`config.mk`:
```
export PLATFORM = sky130hd
export DESIGN_NAME = ov7670_config_seq
export DESIGN_NICKNAME = d
export VERILOG_FILES = /design/src/rtl/ov7670_cfg_pkg.sv /design/src/rtl/cfg_delay_timer.sv /design/src/rtl/ov7670_config_seq.sv
export SDC_FILE = /design/constraint.sdc
export NUM_CORES = 1
export LEC_CHECK = 0
export CORE_ASPECT_RATIO = 1.1
export CORE_MARGIN = 2
export CORE_UTILIZATION = 50
export CTS_CLUSTER_DIAMETER = 150
export DETAILED_ROUTE_END_ITERATION = 8
export PLACE_DENSITY = 0.82
export RECOVER_POWER = 25
export SETUP_SLACK_MARGIN = 0.02
export SLEW_MARGIN = 25
export SYNTH_ARGS = -nofsm -noshare
export SYNTH_HDL_FRONTEND = slang
export SYNTH_SLANG_ARGS = --single-unit
```
`constraint.sdc`:
```
create_clock -name clk -period 2.85 [get_ports clk]
set_input_delay 0.285 -clock clk [delete_from_list [all_inputs] [get_ports clk]]
set_output_delay 0.285 -clock clk [all_outputs]
set_load 0.02 [all_outputs]
```
`src/rtl/ov7670_cfg_pkg.sv`:
```
// ---------------------------------------------------------------------------
// ov7670_cfg_pkg
// Constants and types shared by the OV7670 config ROM and its sequencer.
//   CFG_END   : ROM entry that terminates configuration
//   CFG_DELAY : ROM entry that inserts a fixed settle delay
//   ROM_AW    : ROM address width
//   CFG_DW    : ROM entry width, {reg[15:8], val[7:0]}
//   cfg_state_t : sequencer states
// ---------------------------------------------------------------------------
package ov7670_cfg_pkg;

   localparam int ROM_AW = 8;
   localparam int CFG_DW = 16;

   localparam logic [CFG_DW-1:0] CFG_END   = 16'hFFFF;
   localparam logic [CFG_DW-1:0] CFG_DELAY = 16'hFFF0;

   typedef enum logic [2:0] {
      IDLE,
      FETCH,
      DECODE,
      WRITE,
      DELAY,
      DONE
   } cfg_state_t;

endpackage

```
`src/rtl/cfg_delay_timer.sv`:
```
// ---------------------------------------------------------------------------
// cfg_delay_timer
// Down-counter for the config settle delay. load presets the counter to
// DELAY_CYCLES-1; en decrements it (saturating at zero). expired is high
// while the count is zero, so a load followed by en for DELAY_CYCLES cycles
// sees expired on the last of those cycles.
// Ports:
//   clk, rst_n : clock, async active-low reset
//   load       : preset counter to DELAY_CYCLES-1
//   en         : decrement
//   expired    : counter at zero
// ---------------------------------------------------------------------------
module cfg_delay_timer #(
   parameter int DELAY_CYCLES = 8
) (
   input  logic clk,
   input  logic rst_n,
   input  logic load,
   input  logic en,
   output logic expired
);

   localparam int CW = (DELAY_CYCLES > 1) ? $clog2(DELAY_CYCLES) : 1;
   localparam logic [CW-1:0] LOAD_VAL = CW'(DELAY_CYCLES - 1);

   logic [CW-1:0] cnt;

   always_ff @(posedge clk or negedge rst_n) begin
      if (!rst_n) begin
         cnt <= '0;
      end else if (load) begin
         cnt <= LOAD_VAL;
      end else if (en && (cnt != '0)) begin
         cnt <= cnt - CW'(1);
      end
   end

   assign expired = (cnt == '0);

endmodule

```
`src/rtl/ov7670_config_seq.sv`:
```
// ---------------------------------------------------------------------------
// ov7670_config_seq
// Walks the OV7670 config ROM from address 0 and turns each entry into one
// SCCB register write (valid/ready). CFG_DELAY entries insert a settle
// delay of DELAY_CYCLES clocks; CFG_END (or the last ROM address) finishes.
//
// Optional build macro OV7670_CFG_TIMEOUT_EN: adds output err and a stall
// limit of TIMEOUT_CYCLES on sccb_ready; on expiry the write is abandoned
// and the sequencer finishes with err=1.
//
// Ports:
//   clk, rst_n           : clock, async active-low reset
//   start                : pulse, begin/restart (ignored while busy)
//   rom_en, rom_addr     : ROM clock enable and address
//   rom_dout             : ROM data, valid the cycle after rom_en
//   sccb_valid/reg/data  : register-write request to the SCCB master
//   sccb_ready           : SCCB master accepts request
//   busy, done           : configuration in progress / complete
//   err                  : (optional) aborted on sccb_ready stall
//
// state  | meaning
// -------+--------------------------------------------------------------
// IDLE   | after reset, waiting for start
// FETCH  | rom_en high, ROM registers entry at rom_addr
// DECODE | classify rom_dout: write, delay or end
// WRITE  | request held until valid&&ready
// DELAY  | settle timer running
// DONE   | configuration finished, waiting for start to rerun
// ---------------------------------------------------------------------------
module ov7670_config_seq
   import ov7670_cfg_pkg::*;
#(
   parameter int CLK_FREQ_HZ  = 25_000_000,
   parameter int DELAY_US     = 10_000,
   parameter int DELAY_CYCLES = CLK_FREQ_HZ / 1_000_000 * DELAY_US
`ifdef OV7670_CFG_TIMEOUT_EN
   ,
   parameter int TIMEOUT_CYCLES = 65536
`endif
) (
   input  logic              clk,
   input  logic              rst_n,
   input  logic              start,
   output logic              rom_en,
   output logic [ROM_AW-1:0] rom_addr,
   input  logic [CFG_DW-1:0] rom_dout,
   output logic              sccb_valid,
   output logic [7:0]        sccb_reg,
   output logic [7:0]        sccb_data,
   input  logic              sccb_ready,
   output logic              busy,
   output logic              done
`ifdef OV7670_CFG_TIMEOUT_EN
   ,
   output logic              err
`endif
);

   cfg_state_t state;
   logic       tmr_load;
   logic       tmr_en;
   logic       tmr_expired;
   logic       last_addr;

`ifdef OV7670_CFG_TIMEOUT_EN
   localparam int SW = (TIMEOUT_CYCLES > 1) ? $clog2(TIMEOUT_CYCLES) : 1;
   localparam logic [SW-1:0] STALL_LAST = SW'(TIMEOUT_CYCLES - 1);
   logic [SW-1:0] stall_cnt;
`endif

   assign tmr_load  = (state == DECODE) && (rom_dout == CFG_DELAY);
   assign tmr_en    = (state == DELAY);
   assign last_addr = (rom_addr == {ROM_AW{1'b1}});

   cfg_delay_timer #(
      .DELAY_CYCLES(DELAY_CYCLES)
   ) u_delay_timer (
      .clk     (clk),
      .rst_n   (rst_n),
      .load    (tmr_load),
      .en      (tmr_en),
      .expired (tmr_expired)
   );

   // rom_en is registered, so it is raised on every transition into FETCH
   // and dropped on the way out; the ROM then captures on the edge that
   // ends FETCH and DECODE sees fresh data.
   always_ff @(posedge clk or negedge rst_n) begin
      if (!rst_n) begin
         state      <= IDLE;
         rom_en     <= 1'b0;
         rom_addr   <= '0;
         sccb_valid <= 1'b0;
         sccb_reg   <= '0;
         sccb_data  <= '0;
         busy       <= 1'b0;
         done       <= 1'b0;
`ifdef OV7670_CFG_TIMEOUT_EN
         err        <= 1'b0;
         stall_cnt  <= '0;
`endif
      end else begin
         case (state)
            IDLE: begin
               if (start) begin
                  rom_addr <= '0;
                  rom_en   <= 1'b1;
                  busy     <= 1'b1;
                  state    <= FETCH;
               end
            end

            FETCH: begin
               rom_en <= 1'b0;
               state  <= DECODE;
            end

            DECODE: begin
               if (rom_dout == CFG_END) begin
                  busy  <= 1'b0;
                  done  <= 1'b1;
                  state <= DONE;
               end else if (rom_dout == CFG_DELAY) begin
                  state <= DELAY;
               end else begin
                  sccb_reg   <= rom_dout[15:8];
                  sccb_data  <= rom_dout[7:0];
                  sccb_valid <= 1'b1;
`ifdef OV7670_CFG_TIMEOUT_EN
                  stall_cnt  <= '0;
`endif
                  state      <= WRITE;
               end
            end

            WRITE: begin
               if (sccb_ready) begin
                  sccb_valid <= 1'b0;
                  // The last ROM address finishes the sequence; no wrap.
                  if (last_addr) begin
                     busy  <= 1'b0;
                     done  <= 1'b1;
                     state <= DONE;
                  end else begin
                     rom_addr <= rom_addr + 1'b1;
                     rom_en   <= 1'b1;
                     state    <= FETCH;
                  end
               end
`ifdef OV7670_CFG_TIMEOUT_EN
               else if (stall_cnt == STALL_LAST) begin
                  sccb_valid <= 1'b0;
                  err        <= 1'b1;
                  busy       <= 1'b0;
                  done       <= 1'b1;
                  state      <= DONE;
               end else begin
                  stall_cnt <= stall_cnt + SW'(1);
               end
`endif
            end

            DELAY: begin
               if (tmr_expired) begin
                  if (last_addr) begin
                     busy  <= 1'b0;
                     done  <= 1'b1;
                     state <= DONE;
                  end else begin
                     rom_addr <= rom_addr + 1'b1;
                     rom_en   <= 1'b1;
                     state    <= FETCH;
                  end
               end
            end

            DONE: begin
               if (start) begin
                  done     <= 1'b0;
`ifdef OV7670_CFG_TIMEOUT_EN
                  err      <= 1'b0;
`endif
                  busy     <= 1'b1;
                  rom_addr <= '0;
                  rom_en   <= 1'b1;
                  state    <= FETCH;
               end
            end

            default: begin
               state <= IDLE;
            end
         endcase
      end
   end

endmodule

```
# ---- Word level (Yosys, flattened, before mapping)
# Index checks and enable logic that the tools add are counted.
dict set report word_totals {
  out_inout_bits 28
  regBits 49
  word_cells 81
  inputBits 20
}
dict set report op_classes {
  addsub 2
  bitwise_logic 2
  mux 34
  reduce_logical 19
  n_eq_ne 15
}
# cell n
set op_table {}
lappend op_table {{18-bit 2-to-1 mux} 2}
lappend op_table {{16-bit equality test, second input constant} 2}
lappend op_table {{8-bit 2-to-1 mux} 4}
lappend op_table {{8-bit case mux with 3 select lines} 1}
lappend op_table {{18-bit zero test} 1}
lappend op_table {{3-bit 2-to-1 mux} 6}
lappend op_table {{18-bit nonzero test} 1}
lappend op_table {{18-bit by 1-bit subtractor with 18-bit output, second input constant} 1}
lappend op_table {{1-bit 2-to-1 mux} 16}
lappend op_table {{3-bit case mux with 5 select lines} 1}
lappend op_table {{1-bit case mux with 4 select lines} 3}
lappend op_table {{4-bit AND reduction} 3}
lappend op_table {{4-bit nonzero test} 3}
lappend op_table {{2-bit inequality test, second input constant} 5}
lappend op_table {{5-bit AND reduction} 2}
lappend op_table {{8-bit by 1-bit adder with 8-bit output, second input constant} 1}
lappend op_table {{8-bit equality test, second input constant} 1}
lappend op_table {{3-bit by 2-bit equality test with 1-bit output, second input constant} 2}
lappend op_table {{3-bit equality test, second input constant} 2}
lappend op_table {{3-bit AND reduction} 2}
lappend op_table {{2-bit by 1-bit inequality test with 1-bit output, second input constant} 2}
lappend op_table {{2-bit nonzero test} 2}
lappend op_table {{3-bit by 1-bit equality test with 1-bit output, second input constant} 1}
lappend op_table {{3-bit zero test} 1}
lappend op_table {{other kinds (5)} 7}

# ---- Logic depth before layout (Yosys ltp)
# Gate-level depths: netlist of the first run.
dict set report depth {
  word_depth 4
  depth_mapped 8
  depth_no_buf 7
}

# ---- Cells and area by module
# From an unflattened synthesis of the first run, not the netlist that was laid out.
dict set report unflattened {
  hier_cells 280
  area_unflattened_um2 2795.2
}
# mod seq_area_each_um2 area_each_um2 cells_each n_inst
set modules_own_cells {}
lappend modules_own_cells {ov7670_config_seq 775.7 1711.6 162 1}
lappend modules_own_cells {cfg_delay_timer 450.4 1083.5 118 1}

# ---- Worst setup path before layout of the first run
# Ideal clock, no wire load.
dict set report synth_path {
  kind {register to register}
  start {reg u_delay_timer.cnt[0]}
  end {reg busy}
  period_less_slack_ps 2050
  slack_ps 800
  stages_incl_launch_ff 8
  n_path_buf 0
  setup_time_ps 128
  arrival_ps 1923
  required_time_ps 2722
  path_cell_list {dfrtp_1 inv_1 ha_1 or3b_1 nor3b_2 a21oi_2 nor4_2 mux2_1}
}
dict set report synth_between {
  elab_chain_cells 3
}
# item line
set synth_rtl {}
lappend synth_rtl {{start: declaration} cfg_delay_timer.sv:26} ;# logic [CW-1:0] cnt;
lappend synth_rtl {{start signal: assignment} cfg_delay_timer.sv:34} ;# cnt <= cnt - CW'(1);
lappend synth_rtl {{18-bit zero test} cfg_delay_timer.sv:38} ;# assign expired = (cnt == '0);
lappend synth_rtl {{2-bit inequality test (no line)} --}
lappend synth_rtl {{5-bit AND reduction (no line)} --}
lappend synth_rtl {{end signal: assignment} ov7670_config_seq.sv:96} ;# busy <= 1'b0;
lappend synth_rtl {{end signal: assignment} ov7670_config_seq.sv:108} ;# busy <= 1'b1;
lappend synth_rtl {{end signal: assignment} ov7670_config_seq.sv:120} ;# busy <= 1'b0;
lappend synth_rtl {{end: declaration} ov7670_config_seq.sv:51} ;# output logic busy,
# Every way passes these cells.
# A chain may end at the register's enable or synchronous reset.

# ---- Final worst setup path of the first run
# Ends and elaborated chain as after synthesis.

==> results of run 1 <==
[cell usage in the layout, fill, tap and decap left out, types with 7 or more instances in the layout]
cell and instances:
nor3_1 7, xor2_1 10, o21ai_0 10, a21oi_1 7
nor2_1 22, nand4_1 11, dfrtp_1 49, clkdlybuf4s50_1 46
mux2_2 16, inv_1 9, nand3_1 10, nand2_1 15
[power breakdown]
group	switching, mW	total [mW]	internal, mW	leakage (nW)
registers	0.00683	0.714	0.708	0.555
clock network	0.227	0.419	0.192	0.0433
logic	0.0499	0.104	0.0539	0.677
[Yosys cell counts (6+ instances only)]
cell / instances / share of area
a21oi_1: 7 / 0.013
clkbuf_1: 7 / 0.0094
dfrtp_1: 49 / 0.44
inv_1: 9 / 0.012
mux2_2: 16 / 0.065
nand2_1: 15 / 0.020
nand3_1: 10 / 0.018
nand4_1: 11 / 0.025
nor2_1: 22 / 0.030
nor3_1: 7 / 0.013
o21ai_0: 10 / 0.018
o31ai_1: 6 / 0.016
or3_1: 6 / 0.013
xor2_1: 10 / 0.031
[final cells by class]
class / instances / share of cell area
clock inverter: 1 / 0.00219
tap: 75 / 0.0274
sequential: 49 / 0.358
clock buffer: 6 / 0.0241
inverter: 9 / 0.00986
timing repair buffer: 52 / 0.147
multi-input combinational: 202 / 0.431
[layer usage]
layer  global-route usage  share of wire  wire [µm]  up-vias
li1                     -              -          -     1122
met1                0.288           0.44       2750     1135
met2                0.388           0.52       3280       42
met3               0.0413          0.032        201        7
met4               0.0614          0.012         73        0
met5                    0              0          0        -
[cell families after synthesis]
logic type,after synthesis
XOR/XNOR,10
AND/OR/NAND/NOR,102
adder cells (fa/ha/maj),5
AO/OA/AOI/OAI,64
multiplexers,21
buffers and inverters,19
flip-flops,49
[through the flow]
step / std cells / instance area [µm²]
CTS: 394 / 3430
global placement: 387 / 3330
finish: 394 / 3420
global route: 394 / 3420
floorplan: 270 / 2790
detailed placement: 387 / 3340
[worst max-delay path by stage]
stage,endpoint,depth (start not counted),slack [ps]
5_1_grt,rom_addr[0],7,360
3_5_place_dp,busy,7,520
4_1_cts,rom_addr[0],7,510
6_report,busy,7,500
2_1_floorplan,busy,7,800
3_3_place_gp,sccb_reg[0],5,610
==> results.txt, run 1 <==
- The run finished with clean final reports.
* Placeable core region: between 5000 and 6000 µm²
- Timing analysis after detailed placement gives a worst setup slack of 522 ps.
* Fraction of final layout cells with drive strength greater than 1: 0.147
* Total of fill cells in the finished design: ~470
* Final worst clock skew: 2.27 ps
- Arrival @ worst endpoint: 2540 ps
- After detailed routing, the number of remaining DRC violations is 0.
- Total congestion overflow after global routing: 0
- Number of flip-flops under the largest register name: 18
- Mean number of vias per cell: 5.85
- Portion of the post-synthesis area used by sequential elements: 0.439
- Arithmetic-cell share of the synthesized area counting full adders, half adders and majority gates: 0.0224
- In this design, the largest share of critical-path delay is due to simple AND/OR/NAND/NOR gates.
* Biggest cell delay along the critical path: 410 ps
- The number of hold-slack violations in the final timing report was 0.
- Counting distinct cell types in the post-synthesis netlist gives 62.
- Traced cell by cell, the critical path runs through inv_1 -> ha_1 -> or3b_1 -> nor3b_2 -> a21oi_2 -> nor4_2 -> mux2_1.
* WHS: ~210 ps
* Register bit count reported by yosys: 49
- The worst setup path is launched from a flop.
- Worst setup EP type: flop
- Total power draw: 1.24 mW
* Detailed-route wire length per cell: 16.0 µm
* Critical Path RT: about 3000 ps
- Measured against the total synthesized area, the mux share comes to 0.0834.
- The final number of max-transition violations came to 0.
- # setup viols final: 0
- Top fanout value on the critical path: 13
- TritonCTS built the clock tree.
- The via count of the first global-routing pass came to 2,235.
- Yosys printed 0 warnings.
- Clock period minus final worst setup slack: 2350 ps
- Number of nets at the end of the flow: 344
- Share of synthesized registers carrying an async set or reset: 1.00
* Port Buf Inserts: 47
- Summing all multi-input logic gate instances after layout gives 1480 µm².
- Of the total synthesized cell area, the portion taken by AND, OR, NAND and NOR gates is 0.221.
* Antenna violations before repair: 0
- Across the VDD grid, the largest voltage drop is 0.256 mV.
* Footprint of the flip-flops and latches: 1230 µm²
* Slew @ Worst Pin: 1190 ps
* Final WS setup: roughly 500 ps
- Weighted congestion at the end of routability-driven global placement: 0.823
- Headroom to the max-slew limit came out at 0.208.
- In this run the remaining antenna-violating nets after routing total 0.
- The floorplan step defined a die boundary enclosing 6190 µm².
* # resized after CTS: 0
- The number of clock buffers added by TritonCTS is 5.
- Flip-flop cell with the highest count after synthesis: dfrtp_1
* Total via count after detailed routing: 2,306
* Syn Inst Count: 270
- Across every metal layer, demand over resource in global routing totals 0.224.
* Leakage dissipation: about 1.3 nW
* Width of the die: 75.2 µm
* Main combinational cell family by area after synthesis: simple AND/OR/NAND/NOR gates
* Register-to-Register Path Depth: 7
* Cell Rows: 28
- Number of buffers added for setup after CTS: 0
- Areal power density over the cells: 361 nW/µm²
- The die is 82.4 µm tall.
- For this run, the share of the core covered by cells in the final layout is 0.635.
- Hold buffers post-CTS: 0
- Start point of the critical path: u_delay_timer.cnt[0]
- Based on the critical path, the design can be clocked at up to 426 MHz.
- Worst reg2reg path startpoint: u_delay_timer.cnt[0]
- The clock drives ~50 sinks.
* Mapped Avg Cell Area: just over 10 µm²
* Clock latency at the later pin of the worst-skew pair: 300 ps
* Worst-path clk slew: 90 ps
- Maximum number of pins on one net before global-route repair: 50
- The first routing iteration left about 170 violations.
* Length of the first detailed-routing pass in iterations: 4
- Clock H-tree levels: 2
* Clock tree buffer depth: 2
- Internal reg-to-reg setup slack: ~500 ps
- For this design the top-level I/O count stands at 48.
- Unrepaired setup endpoints after global routing: no
- Summed over all nets, the half-perimeter wirelength after detailed placement is 4.59 mm.
- The min-delay analysis places its worst path in the category in2async.
* First-pass GRT wire length: 10.6 mm
* Synth Net Count: 295
- Biggest register: u_delay_timer.cnt
- Compound-Gate Fraction of Synth Area: 0.172
- The worst register-to-register path ends at busy.
- Max_cap viols: 0
- Critical Path Slowest Stage Cell: or3b_1
* Layout-stage area growth over the synthesis result: 22.7%
- The tree is rooted in a clkbuf_8.
* Post-synthesis share of cell area spent on xor and xnor gates: 0.0314
* Post-Route WL: 6.31 mm
- Setup TNS after final layout: 0 ps
* Number of flops mapped to enable cells by yosys: 0
* Syn Std Cell Area: 2790 µm²
- The initial utilization of the core area, before any placement, comes to 0.517.
- Worst Setup Path Type: reg2reg
- The number of buffers and inverters on the critical path is 1.
- Final period utilization: 0.824
- Diodes inserted: 0
No activity file was read; power rests on OpenSTA's default activity.
==> run 2, diff against run 1 <==
==> constraint.sdc (replaced) <==
create_clock -name clk -period 2.28 [get_ports clk]
set_input_delay 0.228 -clock clk [delete_from_list [all_inputs] [get_ports clk]]
set_output_delay 0.228 -clock clk [all_outputs]
set_load 0.02 [all_outputs]
==> run 2 against run 1 <==
  * Setup slack worse by 410 ps
  * Clock-buffer cell count down 1
  * Sequential cell count stayed put
  * Worst hold slack better by 22 ps
  * Critical path depth is the same
  * First-iteration DRC count fell by 5.3%
  * Critical path type unchanged
==> results.txt, run 2 (synthesized netlist as in run 1, its figures left out) <==
* Status: complete, no violations (unchanged)
- The number of antenna violations at the first check in global routing came to 0 (unchanged).
- The width of the die is 75.2 µm (unchanged).
* Maximum number of pins on one net before global-route repair: 50 (unchanged)
- Series of cell instances along the critical path: inv_1 -> ha_2 -> or3b_4 -> nor3b_4 -> a21oi_4 -> nor3_2 -> mux2_2 (was inv_1 -> ha_1 -> or3b_1 -> nor3b_2 -> a21oi_2 -> nor4_2 -> mux2_1).
- The reg-to-reg critical path startpoint was u_delay_timer.cnt[0] (unchanged).
- Vias in the first global route: 2,344 (was 2,235)
- The class of the most critical setup path was reg2reg (unchanged).
- Top fanout value on the critical path: 8 (was 13)
- Fmax: 457 MHz (was 426 MHz)
- The count of TritonRoute iterations in the first routing pass is 4 (unchanged).
- The area added between synthesis and finish came to 29.2% (was 22.7%).
- The critical path endpoint category is a flop (unchanged).
- The number of ports placed on the die boundary came to 48 (unchanged).
- The total wire length after detailed routing was 6.49 mm (was 6.31 mm).
- Weighted congestion at the end of routability-driven global placement: 0.868 (was 0.823)
- Clock tree buffer depth: 2 (unchanged)
- Most common cell after layout, fill and taps aside: dfrtp_1 (unchanged)
- First-pass GRT wire length: 11.1 mm (was 10.6 mm)
* Slew HR: 0.207 (was 0.208)
- TritonCTS clock tree: built (unchanged)
- Mean number of vias per cell: 5.77 (was 5.85)
* Final period utilization: 0.959 (was 0.824)
* Clock latency at the later pin of the worst-skew pair: 310 ps (was 300 ps)
* Number of nets at the end of the flow: 359 (was 344)
- The number of H-tree levels was 2 (unchanged).
- The core region area is 5400 µm² (unchanged).
- Port Buf Inserts: 47 (unchanged)
- The area of the multi-input gates came to 1540 µm² (was 1480 µm²).
* Clock period minus final worst setup slack: 2190 ps (was 2350 ps)
- The area occupied by registers came to 1230 µm² (about the same).
- Biggest register: u_delay_timer.cnt (unchanged)
- Reg-to-reg critical path endpoint: rom_addr[0] (was busy)
* Critical Path RT: 2480 ps (was 3040 ps)
- The critical path arrival is 2380 ps (was 2540 ps).
- Detailed-route wire length per cell: 15.8 µm (was 16.0 µm)
- The CTS buffer count was 5 (unchanged).
- Initial drt markers: 160 (was 169)
- The class of the tightest hold or removal check was in2async (unchanged).
- The total grt overflow was 0 (unchanged).
- The total non-filler cell area in the finished layout was 3610 µm² (was 3420 µm²).
- The maximum VDD drop was 0.366 mV (was 0.256 mV).
* Biggest cell delay along the critical path: 420 ps (was 410 ps)
* Root Buffer: clkbuf_8 (unchanged)
- Pins Over Slew Limit: 0 (unchanged)
- Unrepaired setup endpoints after global routing: yes (was no).
* Most frequent cells in the layout: 48 x dfrtp_1, 46 x clkdlybuf4s50_1, 22 x nor2_1 (was 49 x dfrtp_1, 46 x clkdlybuf4s50_1, 22 x nor2_1)
- Areal power density over the cells: 438 nW/µm² (was 361 nW/µm²)
- The number of hold-slack violations in the final timing report was 0 (unchanged).
- The total via count in the routed design came to 2,366 (was 2,306).
* DRC: 0 (unchanged)
* Total of fill cells in the finished design: 452 (was 465)
- Worst-path clk slew: 100 ps (was 90 ps)
- # setup viols final: 0 (unchanged)
- The total routing usage reported by global routing was 0.233 (was 0.224).
* Number of clock sinks: 49 (unchanged)
- Fraction of final layout cells with drive strength greater than 1: 0.206 (was 0.147)
* Crit start category: flop (unchanged)
* Critical Path Slowest Stage Cell: dfrtp_1 (was or3b_1)
* Die area: 6190 µm² (unchanged)
- Number of flip-flops under the largest register name: 18 (unchanged)
- The height of the die is 82.4 µm (unchanged).
- Slew @ Worst Pin: 1190 ps (about the same)
* Diodes inserted: 0 (unchanged)
* Cell Rows: 28 (unchanged)
- DP Wirelength: 4.84 mm (was 4.59 mm)
* Placed cell area: 3430 µm² (was 3340 µm²)
- Hold buffers post-CTS: 0 (unchanged)
* Register-to-Register Path Depth: 7 (unchanged)
- The static power due to leakage is 1.39 nW (was 1.28 nW).
- The initial cell density of the core was 0.517 (unchanged).
- Max_cap viols: 0 (unchanged)
* Total power draw: 1.58 mW (was 1.24 mW)
* Internal reg-to-reg setup slack: 90 ps (was 500 ps)
* Number of nets with antenna violations after detailed routing: 0 (unchanged)
* Final worst clock skew: 8.91 ps (was 2.27 ps)
## run 2: layer usage
| metal | vias to the layer above | track usage | share of wire |
|---|---|---|---|
| li1 | 1153 | - | - |
| met1 | 1153 | 0.301 | 0.45 |
| met2 | 53 | 0.402 | 0.51 |
| met3 | 7 | 0.0425 | 0.032 |
| met4 | 0 | 0.0614 | 0.010 |
| met5 | - | 0 | 0 |
## run 2: area by class of cell
| class | instances | share of cell area |
|---|---|---|
| Clock inverter | 3 | 0.00798 |
| Sequential cell | 49 | 0.340 |
| Multi-Input combinational cell | 202 | 0.427 |
| Timing Repair Buffer | 67 | 0.170 |
| Tap cell | 75 | 0.0260 |
| Inverter | 9 | 0.00937 |
| Clock buffer | 5 | 0.0191 |
## run 2: where the power goes
group / switching (mW) / leakage, nW / internal (mW)
combinational: 0.0634 / 0.788 / 0.0690
sequential: 0.00971 / 0.555 / 0.885
clock: 0.321 / 0.0506 / 0.230
total: 0.394 / 1.39 / 1.18
## run 2: per-stage QoR
step	worst slack (ps)	hold WS (ps)	utilization	instances	TNS, ps
floorplan	230	-67.6	-	270	0
finish	94.0	230	0.668	410	0
CTS	42.2	25.6	0.659	408	0
global placement	111	364	0.636	400	0
detailed placement	16.6	368	0.636	400	0
global route	-7.25	339	0.668	410	-7.25
## run 2: how the worst max path moves through the flow
stage / startpoint / end / depth (start not counted)
floorplan: u_delay_timer.cnt[0] / busy / 7
global placement: rom_dout[3] / sccb_reg[5] / 5
detailed placement: state[1] / sccb_reg[1] / 4
CTS: u_delay_timer.cnt[0] / busy / 7
global route: u_delay_timer.cnt[1] / done / 7
finish: u_delay_timer.cnt[0] / rom_addr[0] / 7
## run 2: critical path: cells and delay by family (launching register included)
family	cells	cell delay, ps
simple gates	3	900
compound gates	1	140
fa+ha+maj	1	170
mux	1	350
buf+inv	1	90
flops	1	420
## run 2: what timing repair did
| action | 4_1_cts | 5_1_grt |
|---|---|---|
| pin swaps | 1 | 5 |
| endpoints found under the setup margin | 17 | 10 |
| setup buffers | 0 | 2 |
| gates resized for setup | 4 | 7 |
